[src/rtl/muldiv_pkg.sv]
// Shared definitions for the HI/LO multiply/divide sequencer.
// The divide datapath is present only when MULDIV_DIV_EN is defined.
package muldiv_pkg;

   localparam logic [1:0] OP_MULT  = 2'b00;
   localparam logic [1:0] OP_MULTU = 2'b01;
   localparam logic [1:0] OP_DIV   = 2'b10;
   localparam logic [1:0] OP_DIVU  = 2'b11;

   localparam int ITER = 32;

   typedef enum logic [1:0] {
      IDLE,
      CALC,
      FIX
   } state_t;

   function automatic logic [31:0] mag(input logic [31:0] v, input logic sgn);
      return (sgn && v[31]) ? -v : v;
   endfunction

endpackage

[src/rtl/muldiv_step.sv]
// One combinational iteration: shift-add multiply step or restoring divide step.
// The divide branch and its mode input exist only when MULDIV_DIV_EN is defined.
module muldiv_step (
`ifdef MULDIV_DIV_EN
   input  logic        div_mode,
`endif
   input  logic [31:0] acc,
   input  logic [31:0] pair,
   input  logic [31:0] opnd,
   output logic [31:0] acc_nxt,
   output logic [31:0] pair_nxt
);

   logic [32:0] sum;
`ifdef MULDIV_DIV_EN
   logic [32:0] rem_s;
`endif

   // NOTE: every output gets a value before any branch, so no latch can be inferred.
   always_comb begin
      sum      = {1'b0, acc} + {1'b0, (pair[0] ? opnd : 32'd0)};
      acc_nxt  = sum[32:1];
      pair_nxt = {sum[0], pair[31:1]};
`ifdef MULDIV_DIV_EN
      // Remainder stays below the divisor, so the shifted value needs one extra bit.
      rem_s = {acc, pair[31]};
      if (div_mode) begin
         if (rem_s >= {1'b0, opnd}) begin
            acc_nxt  = 32'(rem_s - {1'b0, opnd});
            pair_nxt = {pair[30:0], 1'b1};
         end else begin
            acc_nxt  = rem_s[31:0];
            pair_nxt = {pair[30:0], 1'b0};
         end
      end
`endif
   end

endmodule

[src/rtl/muldiv_seq.sv]
// Iterative MULT/MULTU/DIV/DIVU sequencer owning HI/LO, with pipeline stall generation.
// Define MULDIV_DIV_EN to include DIV/DIVU; otherwise they raise op_err.
module muldiv_seq
   import muldiv_pkg::*;
(
   input  logic        clk,
   input  logic        rst,
   input  logic        start,
   input  logic [1:0]  op,
   input  logic [31:0] rs_val,
   input  logic [31:0] rt_val,
   input  logic        mthi,
   input  logic        mtlo,
   input  logic [31:0] wdata,
   input  logic        mf_req,
   input  logic        flush,
   output logic [31:0] hi,
   output logic [31:0] lo,
   output logic        busy,
   output logic        stall,
   output logic        done,
   output logic        dz_err,
   output logic        op_err
);

   state_t      state;
   logic [4:0]  cnt;
   logic [31:0] acc, pair, opnd;
   logic        is_signed, sign_q;
`ifdef MULDIV_DIV_EN
   logic        is_div, sign_r, dz;
`endif

   logic        op_signed, op_is_div, supported, accept;
   logic [31:0] acc_nxt, pair_nxt, fix_hi, fix_lo;

   always_comb begin
      op_signed = 1'b0;
      op_is_div = 1'b0;
      case (op)
         OP_MULT:  op_signed = 1'b1;
         OP_MULTU: ;
         OP_DIV:   begin op_signed = 1'b1; op_is_div = 1'b1; end
         OP_DIVU:  op_is_div = 1'b1;
         default:  ;
      endcase
   end

`ifdef MULDIV_DIV_EN
   assign supported = 1'b1;
`else
   assign supported = !op_is_div;
`endif

   assign accept = (state == IDLE) && start && !flush && supported;
   assign busy   = (state != IDLE);
   assign stall  = (start | mf_req | mthi | mtlo) & busy;

   muldiv_step u_step (
`ifdef MULDIV_DIV_EN
      .div_mode (is_div),
`endif
      .acc      (acc),
      .pair     (pair),
      .opnd     (opnd),
      .acc_nxt  (acc_nxt),
      .pair_nxt (pair_nxt)
   );

   // NOTE: these operand registers are fully loaded on accept before any use, so they carry no reset.
   always_ff @(posedge clk) begin
      if (accept) begin
         is_signed <= op_signed;
         sign_q    <= op_signed && (rs_val[31] ^ rt_val[31]);
         acc       <= '0;
`ifdef MULDIV_DIV_EN
         is_div    <= op_is_div;
         sign_r    <= op_signed && rs_val[31];
         dz        <= op_is_div && (rt_val == '0);
         // A zero divisor parks the raw dividend in opnd; FIX returns it as HI.
         if (op_is_div) begin
            pair <= mag(rs_val, op_signed);
            opnd <= (rt_val == '0) ? rs_val : mag(rt_val, op_signed);
         end else
`endif
         begin
            pair <= mag(rt_val, op_signed);
            opnd <= mag(rs_val, op_signed);
         end
      end else if (state == CALC) begin
         acc  <= acc_nxt;
         pair <= pair_nxt;
      end
   end

   always_comb begin
      fix_hi = acc;
      fix_lo = pair;
`ifdef MULDIV_DIV_EN
      if (is_div) begin
         if (dz) begin
            fix_lo = '1;
            fix_hi = opnd;
         end else begin
            if (is_signed && sign_q) fix_lo = -pair;
            if (is_signed && sign_r) fix_hi = -acc;
         end
      end else
`endif
      if (is_signed && sign_q) {fix_hi, fix_lo} = -{acc, pair};
   end

   // NOTE: sequential state uses non-blocking assignments so every register sees pre-edge values.
   always_ff @(posedge clk or posedge rst) begin
      if (rst) begin
         state  <= IDLE;
         cnt    <= '0;
         hi     <= '0;
         lo     <= '0;
         done   <= 1'b0;
         dz_err <= 1'b0;
         op_err <= 1'b0;
      end else begin
         done   <= 1'b0;
         dz_err <= 1'b0;
         op_err <= 1'b0;
         case (state)
            IDLE: begin
               if (mthi) hi <= wdata;
               if (mtlo) lo <= wdata;
               if (accept) begin
                  state <= CALC;
                  cnt   <= '0;
               end else if (start && !flush && !supported) begin
                  op_err <= 1'b1;
               end
            end
            CALC: begin
               if (flush) begin
                  state <= IDLE;
               end else begin
                  cnt <= cnt + 5'd1;
                  if (cnt == 5'(ITER - 1)) state <= FIX;
               end
            end
            FIX: begin
               state <= IDLE;
               if (!flush) begin
                  hi   <= fix_hi;
                  lo   <= fix_lo;
                  done <= 1'b1;
`ifdef MULDIV_DIV_EN
                  dz_err <= dz;
`endif
               end
            end
            default: state <= IDLE;
         endcase
      end
   end

endmodule

[config.mk]
export PLATFORM = sky130hd
export DESIGN_NAME = muldiv_seq
export DESIGN_NICKNAME = d
export VERILOG_FILES = /design/src/rtl/muldiv_pkg.sv /design/src/rtl/muldiv_step.sv /design/src/rtl/muldiv_seq.sv
export SDC_FILE = /design/constraint.sdc
export NUM_CORES = 1
export LEC_CHECK = 0
export BUFFER_PORTS_ARGS = -buffer_cell sky130_fd_sc_hd__buf_4
export CORE_MARGIN = 1
export CORE_UTILIZATION = 50
export DETAILED_ROUTE_END_ITERATION = 6
export HOLD_SLACK_MARGIN = 0.15
export PLACE_DENSITY = 0.79
export SLEW_MARGIN = 20
export SYNTH_ARGS = -nofsm -noshare
export SYNTH_HDL_FRONTEND = slang
export SYNTH_HIERARCHICAL = 1
export SYNTH_SLANG_ARGS = --single-unit
[constraint.sdc]
create_clock -name clk -period 3.7 [get_ports clk]
set_input_delay 0.74 -clock clk [delete_from_list [all_inputs] [get_ports clk]]
set_output_delay 0.74 -clock clk [all_outputs]
set_load 0.02 [all_outputs]
Yosys cells after proc, flatten, opt, wreduce, memory -nomap -nowiden
Cells that the tools add are included.

storage, ports and cells
  flip-flop bits (word level) = 171
  input bits = 105
  output and inout port bits = 69
  logic and storage cells = 82

cells by class
  add/subtract/negate cells = 5
  equal/unequal tests = 11
  muxes and demuxes = 27
  bitwise gates (word level) = 5
  reductions and logical operators = 23

operators by type and width
  cell                                                  count
  two-way mux 32 bit                                    11
  one-hot mux 32 bit (2 select lines)                   2
  negator 32 bit                                        2
  negator 64 bit                                        1
  adder 32 x 32 -> 33 bit                               1
  two-way mux 5 bit                                     2
  != test 2 bit (second input constant)                 5
  one-hot mux 5 bit (2 select lines)                    1
  logical AND 1 bit                                     9
  AND reduction 3 bit                                   3
  nonzero test 2 bit                                    4
  two-way mux 1 bit                                     7
  equality test 2 bit (second input constant)           3
  two-way mux 2 bit                                     3
  adder 5 x 1 -> 5 bit (second input constant)          1
  equality test 5 bit (second input constant)           1
  zero test 2 bit                                       2
  one-hot mux 2 bit (2 select lines)                    1
  OR reduction 2 bit                                    2
  != test 3 x 2 -> 1 bit (second input constant)        1
  bitwise OR 1 bit                                      3
  equality test 2 x 1 -> 1 bit (second input constant)  1
  zero test 1 bit                                       2
  AND reduction 2 bit                                   1
  other kinds (2)                                       2

Logic depth before layout (Yosys ltp)
Gate-level depths: netlist of the first run.

  depth in word-level cells = 7
  depth in mapped cells = 13
  mapped depth without buffers = 12

Cells and area by module
The synthesis of the first run kept the hierarchy.

modules (own cells, without submodules)
  module       instances  cells each  area each (um^2)  sequential area each (um^2)
  muldiv_seq   1          1,076       9,491.6           4,449.3
  muldiv_step  1          295         2,187.1           0.0

Least setup slack after synthesis of the first run
No wires, ideal clock.

  path kind = register to register
  start point = reg pair[0]
  end point = reg acc[29]
  setup time = 196 ps
  data arrival time = 2,680 ps
  required time = 3,504 ps
  path slack = 824 ps
  stages on the path, launching flop included = 13
  buffers on the path = 0
  period minus slack after synthesis = 2,876 ps
  path through = edfxtp_1 and2_1 ha_1 fa_1 a211o_1 a211oi_2 o31ai_2 a31oi_4 a21oi_2 a211oi_1 nor2b_1 nand2_1 a21oi_1

between the ends
  cells in the longest elaborated chain, start to end = 2

RTL lines
  element                  RTL line           source
  start, declared          muldiv_seq.sv:28   logic [31:0] acc, pair, opnd;
  start signal, assigned   muldiv_seq.sv:87   pair <= mag(rt_val, op_signed);
  start signal, assigned   muldiv_seq.sv:92   pair <= pair_nxt;
  two-way mux 32 bit       muldiv_step.sv:21  sum = {1'b0, acc} + {1'b0, (pair[0] ? opnd : 32'd0)};
  adder 32 x 32 -> 33 bit  muldiv_step.sv:21
  named net acc_nxt[29]    muldiv_seq.sv:35   logic [31:0] acc_nxt, pair_nxt, fix_hi, fix_lo;
  end signal, assigned     muldiv_seq.sv:91   acc <= acc_nxt;
  end, declared            muldiv_seq.sv:28

The timed path passes the listed nets, and every way through them passes these cells.
A chain may end at the register's enable or synchronous reset.

Worst setup path after layout of the first run
Same ends and word-level chain as after synthesis.

==> results.ini, run 1 <==
[run_status]
outcome=complete, no violations

[critical_path]
crit_arrival_ns=3.58
critPathMaxStageDelay_ns=0.51
crit_path_end_kind=register
cpLargestDelayFamily=compound AO/OA/AOI/OAI gates
criticalPathCategory=register to register
crit_fanout=31
slowest_stage=edfxtp_1
critPathLaunchType=register
worstPathCellList=buf_4 -> and2_1 -> fa_1 -> a211o_1 -> a211oi_2 -> o31ai_2 -> a31oi_4 -> a21oi_2 -> a31oi_1 -> nor2b_1 -> nand2_1 -> a21oi_1
crit_buf_inv=1
worstPathRequired_ns=4.07

[clock_tree]
cts_root_buffer=clkbuf_16
cts_setup_buffers=0
clock-sinks=171
clk_latency_ns=0.45
cts-htree-levels=4
cts_tree=done
cts_made_buffers=17
ctsHoldBuffers=0
cts_resized=0
clockBufferDepth=2
clk_pin_slew_ns=0.06

[die]
die_h_um=154.8
initial_utilization_pct=51.27
die_w_um=154.8
io_pins=174
coreArea_sq_um=22780
dieArea_sq_um=23970
placementRows=55

[placed_design]
place_ws_ns=0.5245
placed_cells_incl_taps=1775
gp_congestion=0.9348
dpl.hpwl_um=25150
io_buffers=172

[power]
seqPwrFrac_pct=40.0
power_frac_comb_pct=35.7
p_leak_nw=5.668
peakVddDrop_mv=0.3469
swShare_pct=39.28
p_clk_share_pct=24.3
power.switching_mw=2.730
power_density_nw_per_um2=511.8
internal-power_mw=4.220

[timing]
skew_ns=0.01261
timing.fmax_ghz=0.3113
rsz0062_at_grt=false
setup_viol=0
fin_crit_sh_pct=86.81
setup_tns_ns=0
drv_slew=0
tightest_slew_ns=0.9649
worst_slack_ns=0.4880
maxSlewHeadroom_pct=35.67
fin_crit_ns=3.212
finalHoldViolCount=0

[finish]
antenna_cells=0
drive_above_1_share_pct=17.60
syn_to_final_growth_pct=16.28
final_util_pct=59.62
fin_cells=1807
nets=1624

[logic_synthesis]
netlist.top_cell.by_area=edfxtp_1
syn_area_per_cell_sq_um=8.518
ys_ff_latch=171
seq_area_frac_synth_pct=38.10
synthCells=1371
netlist.area_leader.share_pct=16.97
syn_nets=1514
synthDistinctLibCells=70
synthArstFlopShare_pct=42.69
ys.flop_type=dfrtp_1
ys_warn_count=6
synth_area_sq_um=11680
synth_area_leaders=edfxtp_1 17%, dfrtp_1 16%, nand2_1 6.7%
synth_enable_flop_cells=66

[grt]
grt_pass1_vias=9726
grt_max_degree=74
grt_pass1_wl_um=51960
grt-ovfl-total=0
antenna_found_initial=0
track_usage_pct=27.68

[route]
routedWlPerCell_um=18.28
viasPerCell=5.940
drc=0
drtIter0Drc=1353
antenna_left=0
drt_pass1_iterations=7
route.vias.total=10730
routed_wl_um=33020

[hold_path]
min_path_type=register to register

[run]
cap_viol_max_count=0

## worst register-to-register path, cell delays in order (launching register included)
cell and delay [ns]:
edfxtp_1 0.51, buf_4 0.26, and2_1 0.20, fa_1 0.46
a211o_1 0.35, a211oi_2 0.32, o31ai_2 0.17, a31oi_4 0.27
a21oi_2 0.12, a31oi_1 0.17, nor2b_1 0.14, nand2_1 0.06
a21oi_1 0.12
## layout by cell type (no fill, tap or decap), types with 7 or more instances in the layout
master     count
xor2_1        57
o21ai_0       98
a21oi_1      116
and2_1        40
o221ai_1      14
a21o_1        26
or2_2          7
or3_1         21
nand2_1      206
o31ai_1       21
nor2_1        97
nor3_1        32
nand3_1       21
mux2i_1        9
nand4_1        8
ha_1          37
edfxtp_1      66
clkbuf_16     17
dfxtp_1       32
dfrtp_1       73
nand2b_1      10
o41ai_1       11
buf_4        194
a31oi_1       23
nor4_1        22
inv_1         20
o22ai_1       12
or4_1         14
xnor2_1       87
## metal layers
metal	vias to the layer above	track usage [%]	wire length (um)
met5	-	0	0
li1	5100	-	-
met3	67	4.483	2841
met4	0	10.42	909
met2	560	41.93	14510
met1	5006	39.66	14760
## through the flow
step	cell area, sq um	hold slack (ns)	total power [mW]
6_report	13580	0.4914	6.951
3_5_place_dp	13030	0.4779	5.232
2_1_floorplan	11680	0.4637	4.428
4_1_cts	13580	0.4954	6.913
5_1_grt	13580	0.5108	7.307
3_3_place_gp	13030	0.4705	5.173
## final timing paths
| check | startpoint | endpoint | slack (ns) | depth (start not counted) |
|---|---|---|---|---|
| min in group asynchronous | rst | hi[20] | 0.60 | 3 |
| worst min register to register | lo[12] | lo[12] | 0.49 | 2 |
| worst min-delay path | lo[12] | lo[12] | 0.49 | 2 |
| worst max-delay path | pair[0] | acc[29] | 0.49 | 12 |
| worst max register to register | pair[0] | acc[29] | 0.49 | 12 |
| max in group asynchronous | rst | lo[12] | 2.48 | 3 |
## kinds of logic after synthesis
family / count (synthesis) / synth area share (%)
AO/OA/AOI/OAI: 378 / 20.51
XOR/XNOR: 144 / 10.80
adder cells (fa/ha/maj): 38 / 4.135
buffers and inverters: 126 / 5.196
flip-flops: 171 / 38.10
multiplexers: 9 / 0.7714
other: 1 / 0.03211
AND/OR/NAND/NOR: 504 / 20.46
## power by group through the flow
| stage | registers (mW) | clock network, mW | logic, mW |
|---|---|---|---|
| after global routing | 2.82 | 1.78 | 2.71 |
| after detailed placement | 2.80 | 0 | 2.43 |
| final | 2.78 | 1.69 | 2.48 |
| after floorplan | 2.70 | 0 | 1.73 |
| after CTS | 2.76 | 1.71 | 2.45 |
| after global placement | 2.79 | 0 | 2.39 |
## Yosys cell counts, drive strengths merged (4+ instances only)
cell type and number:
nor3 34, o221ai 14, nor2b 6, nand2b 11, dfrtp 73, ha 37
and3 6, nand2 208, mux2i 9, edfxtp 66, xnor2 87, xor2 57
a21o 26, o21a 5, o21bai 4, and2 40, o41ai 14, or4 15
nand4 8, nand3 21, o31ai 22, nor4 23, a31oi 24, or2 7
a211oi 4, dfxtp 32, clkbuf 63, inv 22, o211ai 6, buf 41
a21oi 119, or3 22, o21ai 105, o22ai 12, nor2 97
## registers in the layout, indices dropped and copies added, names as in the netlist
signal     cells
cnt            5
sign_q         1
is_signed      1
state          2
hi            32
acc           32
opnd          32
done           1
lo            32
pair          32
op_err         1
## layout make-up
cell class | count | area (sq um)
sequential | 171 | 4449
tap | 313 | 391.6
multi-input combinational | 1074 | 6636
clock buffer | 19 | 452.9
inverter | 22 | 82.58
timing repair buffer | 195 | 1476
fill | 1985 | 9198
clock inverter | 13 | 91.34
Note: power is estimated with default switching activity, not from simulation.
==> inputs of run 2 (changes only) <==
==> constraint.sdc (replaced) <==
create_clock -name clk -period 3.7 [get_ports clk]
set_input_delay 0.555 -clock clk [delete_from_list [all_inputs] [get_ports clk]]
set_output_delay 0.555 -clock clk [all_outputs]
set_load 0.02 [all_outputs]
==> run 2 against run 1 <==
Worst hold slack got worse by 0.15 ns. Sequential share of layout area decreased by 0.096 points. Cell count unchanged. Via count increased by 0.72%. Register-to-register slack improved by 0.08 ns. Largest power group unchanged. Critical path depth unchanged. Fmax increased by 2.6%. Clock power increased by 7%. Die area unchanged. Worst setup slack improved by 0.081 ns. Highest routed layer unchanged. Global-route usage increased by 0.94 points. Power increased by 2.3%.
==> results.ini, run 2 (synthesis results as in run 1) <==
[critical_path]
criticalPathCategory=register to register
worstPathCellList=and2_1 -> ha_1 -> fa_1 -> a211o_1 -> a211oi_2 -> o31ai_2 -> a31oi_4 -> a21oi_2 -> a31oi_1 -> nor2b_1 -> nand2_1 -> a21oi_1
crit_path_end_kind=register
reg2reg_depth=12
crit_fanout=8
cpLargestDelayFamily=compound AO/OA/AOI/OAI gates
slowest_stage=edfxtp_1
worstPathRequired_ns=4.07
crit_arrival_ns=3.50
r2r_end=acc[29]
crit_buf_inv=0
reg2reg_from=pair[0]
critPathLaunchType=register
critPathMaxStageDelay_ns=0.51
ff2ff_setup_slack_ns=0.57

[placed_design]
placed_cells_incl_taps=1775
gp_congestion=0.9362
io_buffers=172
dpl.hpwl_um=26010

[finish]
nFillCells=1973
layout_common_cells=206 x nand2_1, 195 x buf_4, 116 x a21oi_1
syn_to_final_growth_pct=16.63
nets=1624
antenna_cells=0
fin_cells=1807
drive_above_1_share_pct=17.54
layout.cells.most_common=nand2_1
multi_input_area_sq_um=6636
seqCellArea_sq_um=4449

[grt]
antenna_found_initial=1
grt-ovfl-total=0
track_usage_pct=28.62
grt_pass1_vias=9787
grt_pass1_wl_um=53300
grt_max_degree=68

[clock_tree]
ctsHoldBuffers=0
clockBufferDepth=2
clk_latency_ns=0.44
clk_pin_slew_ns=0.06
cts_root_buffer=clkbuf_16
clock-sinks=171
cts-htree-levels=4
cts_setup_buffers=0
cts_resized=0
cts_made_buffers=17
cts_tree=done

[timing]
finalHoldViolCount=0
fin_crit_ns=3.131
tightest_slew_ns=1.105
rsz0062_at_grt=false
timing.fmax_ghz=0.3194
fin_crit_sh_pct=84.61
skew_ns=0.01057
maxSlewHeadroom_pct=26.33
setup_tns_ns=0
drv_slew=0
setup_viol=0

[die]
die_w_um=154.8
coreArea_sq_um=22780
placementRows=55
initial_utilization_pct=51.27
dieArea_sq_um=23970
io_pins=174
die_h_um=154.8

[route]
drt_pass1_iterations=6
route.vias.total=10810
viasPerCell=5.982
drtIter0Drc=1486
routedWlPerCell_um=18.97
routed_wl_um=34280
drc=0
antenna_left=0

[run_status]
outcome=complete, no violations

[hold_path]
min_path_type=input port to register
hp-start=op[1]
min_delay_path_depth=2
hold_end=op_err

[run]
cap_viol_max_count=0

[power]
finalPower_mw=7.108
power_density_nw_per_um2=521.9
peakVddDrop_mv=0.2662
p_leak_nw=5.694

==> run 2: where the power goes <==
part,total [mW],internal (mW),switching [mW]
logic,2.50,1.03,1.47
registers,2.79,2.29,0.500
clock network,1.81,1.05,0.766
total,7.11,4.37,2.73
==> run 2: cell type report <==
type / count / area share, %
multi-input cells: 1074 / 48.72
flip-flops and latches: 171 / 32.67
repair buffers: 195 / 10.75
clock buffers: 24 / 3.794
well taps: 313 / 2.875
inverters: 22 / 0.6063
clock inverters: 8 / 0.5879
==> run 2: metal layers <==
| metal | part of all wire, % | wire length [um] | global-route usage, % | up-vias |
|---|---|---|---|---|
| met2 | 45 | 15340 | 44.52 | 548 |
| met4 | 2.8 | 945 | 9.618 | 0 |
| met1 | 44 | 15130 | 40.71 | 5096 |
| met3 | 8.3 | 2861 | 4.259 | 59 |
| met5 | 0 | 0 | 0 | - |
| li1 | - | - | - | 5107 |
==> run 2: worst max path at each step <==
stage,start,endpoint,cells after the start
finish,pair[0],acc[29],12
global route,pair[0],acc[27],12
CTS,pair[0],acc[29],12
detailed placement,pair[0],acc[29],12
global placement,pair[0],acc[29],12
floorplan,pair[0],acc[29],12
==> run 2: per-stage QoR <==
stage / area, sq um / hold slack (ns) / setup slack (ns) / util [%]
after detailed placement: 13020 / 0.4715 / 0.6047 / 57.17
after floorplan: 11680 / 0.4637 / 0.8240 / -
after global routing: 13620 / 0.3491 / 0.4165 / 59.80
after CTS: 13620 / 0.3365 / 0.5942 / 59.79
final: 13620 / 0.3439 / 0.5694 / 59.80
after global placement: 13020 / 0.4634 / 0.6682 / 57.17
==> inputs of run 3 (changes only) <==
==> constraint.sdc (replaced) <==
create_clock -name clk -period 2.9 [get_ports clk]
set_input_delay 0.435 -clock clk [delete_from_list [all_inputs] [get_ports clk]]
set_output_delay 0.435 -clock clk [all_outputs]
set_load 0.02 [all_outputs]
==> run 3 against run 2 <==
The flow now finishes with violations (negative setup slack). Fmax up 7.1%. Cell count is 1.9% higher. Sequential share of layout area fell by 0.81 points. Non-clock buffer count is 35 higher. First-iteration DRC count fell by 10%. Worst hold slack worse by 0.13 ns. Worst setup slack got worse by 0.59 ns. Register-to-register slack worse by 0.59 ns. Clock-buffer cell count is 4 lower. Via count increased by 0.62%. Utilization increased by 1.5 points.
==> results.ini, run 3 (synthesis results as in run 1) <==
[run_status]
outcome=complete, but fails checks
violations=negative setup slack

[timing]
fin_crit_ns=2.924
setup_viol=1
worst_slack_ns=-0.02350
maxSlewHeadroom_pct=34.20
drv_slew=0
timing.fmax_ghz=0.3421
skew_ns=0.009011
rsz0062_at_grt=true
tightest_slew_ns=0.9870
fin_crit_sh_pct=100.8
finalHoldViolCount=0
holdWs_ns=0.2181

[power]
seqPwrFrac_pct=37.6
power_density_nw_per_um2=657.4
power_frac_comb_pct=38.1
power.switching_mw=3.523
peakVddDrop_mv=0.3985
swShare_pct=38.36
p_clk_share_pct=24.3
internal-power_mw=5.661
finalPower_mw=9.183
p_leak_nw=5.845

[route]
antenna_left=0
met2WireLength_um=15050
drt-met1-wl_um=15240
drc=0
top_layer=met4
route.vias.total=10880
viasPerCell=5.905
drt_pass1_iterations=6
routed_wl_um=33690
dr_wl_met3_um=2749
routedWlPerCell_um=18.29
drtIter0Drc=1332

[die]
placementRows=55
coreArea_sq_um=22780
die_w_um=154.8
dieArea_sq_um=23970
die_h_um=154.8
io_pins=174
initial_utilization_pct=51.27

[grt]
grt_pass1_wl_um=53410
antenna_found_initial=0
grt_max_degree=67
grt_pass1_vias=9921
grt-ovfl-total=0
track_usage_pct=28.33

[critical_path]
crit_path_end_kind=register
critPathLaunchType=register
criticalPathCategory=register to register
crit_arrival_ns=3.23
worstPathRequired_ns=3.21
crit_fanout=6

[finish]
syn_to_final_growth_pct=19.61
nFillCells=1945
drive_above_1_share_pct=20.21
final_util_pct=61.32
antenna_cells=0
nets=1659
layout_common_cells=226 x buf_4, 207 x nand2_1, 110 x a21oi_1
layout.cells.most_common=buf_4

[placed_design]
io_buffers=172
dpl.hpwl_um=25750
gp_congestion=0.9484

[clock_tree]
clk_pin_slew_ns=0.06
cts_tree=done
clockBufferDepth=2
cts_root_buffer=clkbuf_16
clk_latency_ns=0.43
cts-htree-levels=4
clock-sinks=171
cts_made_buffers=17

[run]
cap_viol_max_count=0

[hold_path]
min_path_type=input port to register

==> run 3: cell count changes in the layout (fill, tap and decap cells not counted), sizes merged <==
cell / before / now
dlygate4sd3: 0 / 1
clkinvlp: 2 / 4
inv: 24 / 23
buf: 195 / 229
clkbuf: 24 / 20
bufinv: 1 / 2
clkinv: 3 / 5
==> run 3: cell type report <==
cell class              count  area [sq um]  share of cell area, %
clock buffers              20         436.7                  3.126
clock inverters            12         125.1                 0.8957
inverters                  22         82.58                 0.5912
multi-input cells        1074          6725                  48.15
flip-flops and latches    171          4449                  31.85
well taps                 313         391.6                  2.804
repair buffers            230          1758                  12.59
==> run 3: path summary, 6_finish.rpt <==
check                         from      end  slack, ns  depth (start not counted)
max in group asynchronous      rst   hi[18]       1.53                          4
setup reg to reg           pair[0]  acc[31]      -0.02                         12
min in group asynchronous      rst   hi[10]       0.68                          3
setup / recovery           pair[0]  acc[31]      -0.02                         12
hold reg to reg             lo[29]   lo[29]       0.48                          2
hold / removal               op[1]   op_err       0.22                          2
==> run 3: through the flow <==
stage / instance area [sq um] / TNS, ns / worst slack (ns) / std cells
final: 13970 / -0.02350 / -0.02350 / 1842
after global routing: 13970 / -0.4648 / -0.1107 / 1842
after CTS: 13870 / 0 / 0.01429 / 1841
after detailed placement: 13290 / -0.06676 / -0.04313 / 1808
after global placement: 13290 / 0 / 0.02558 / 1808
after floorplan: 11680 / 0 / 0.02399 / 1371
==> run 3: layer usage <==
layer	up-vias	track usage, %
li1	5170	-
met5	-	0
met1	5088	41.55
met3	46	3.474
met4	0	7.921
met2	573	43.89
==> run 3: repair_timing <==
item                       in CTS  in global routing
hold buffers                    1                  0
resized for setup               0                 24
pin swaps                       2                 12
cloned                          0                  0
hold endpoints to repair       30                  0
setup buffers                   0                  1
setup endpoints to repair       4                 14
==> run 3: power groups by stage <==
| stage | logic [mW] | registers, mW | clock network (mW) |
|---|---|---|---|
| 5_1_grt | 3.82 | 3.50 | 2.33 |
| 3_3_place_gp | 3.29 | 3.46 | 0 |
| 4_1_cts | 3.37 | 3.42 | 2.24 |
| 6_report | 3.50 | 3.45 | 2.23 |
| 3_5_place_dp | 3.34 | 3.47 | 0 |
| 2_1_floorplan | 2.20 | 3.45 | 0 |
==> run 3: worst max-delay path, stage by stage, from the launching register on <==
cell and delay, ns:
edfxtp_1 0.42, buf_4 0.18, and2_1 0.17, fa_2 0.37
a211o_1 0.32, a211oi_4 0.34, o31ai_4 0.12, a31oi_4 0.32
o211a_1 0.22, o21ai_1 0.07, a21o_1 0.18, nand2_1 0.05
a21oi_1 0.06
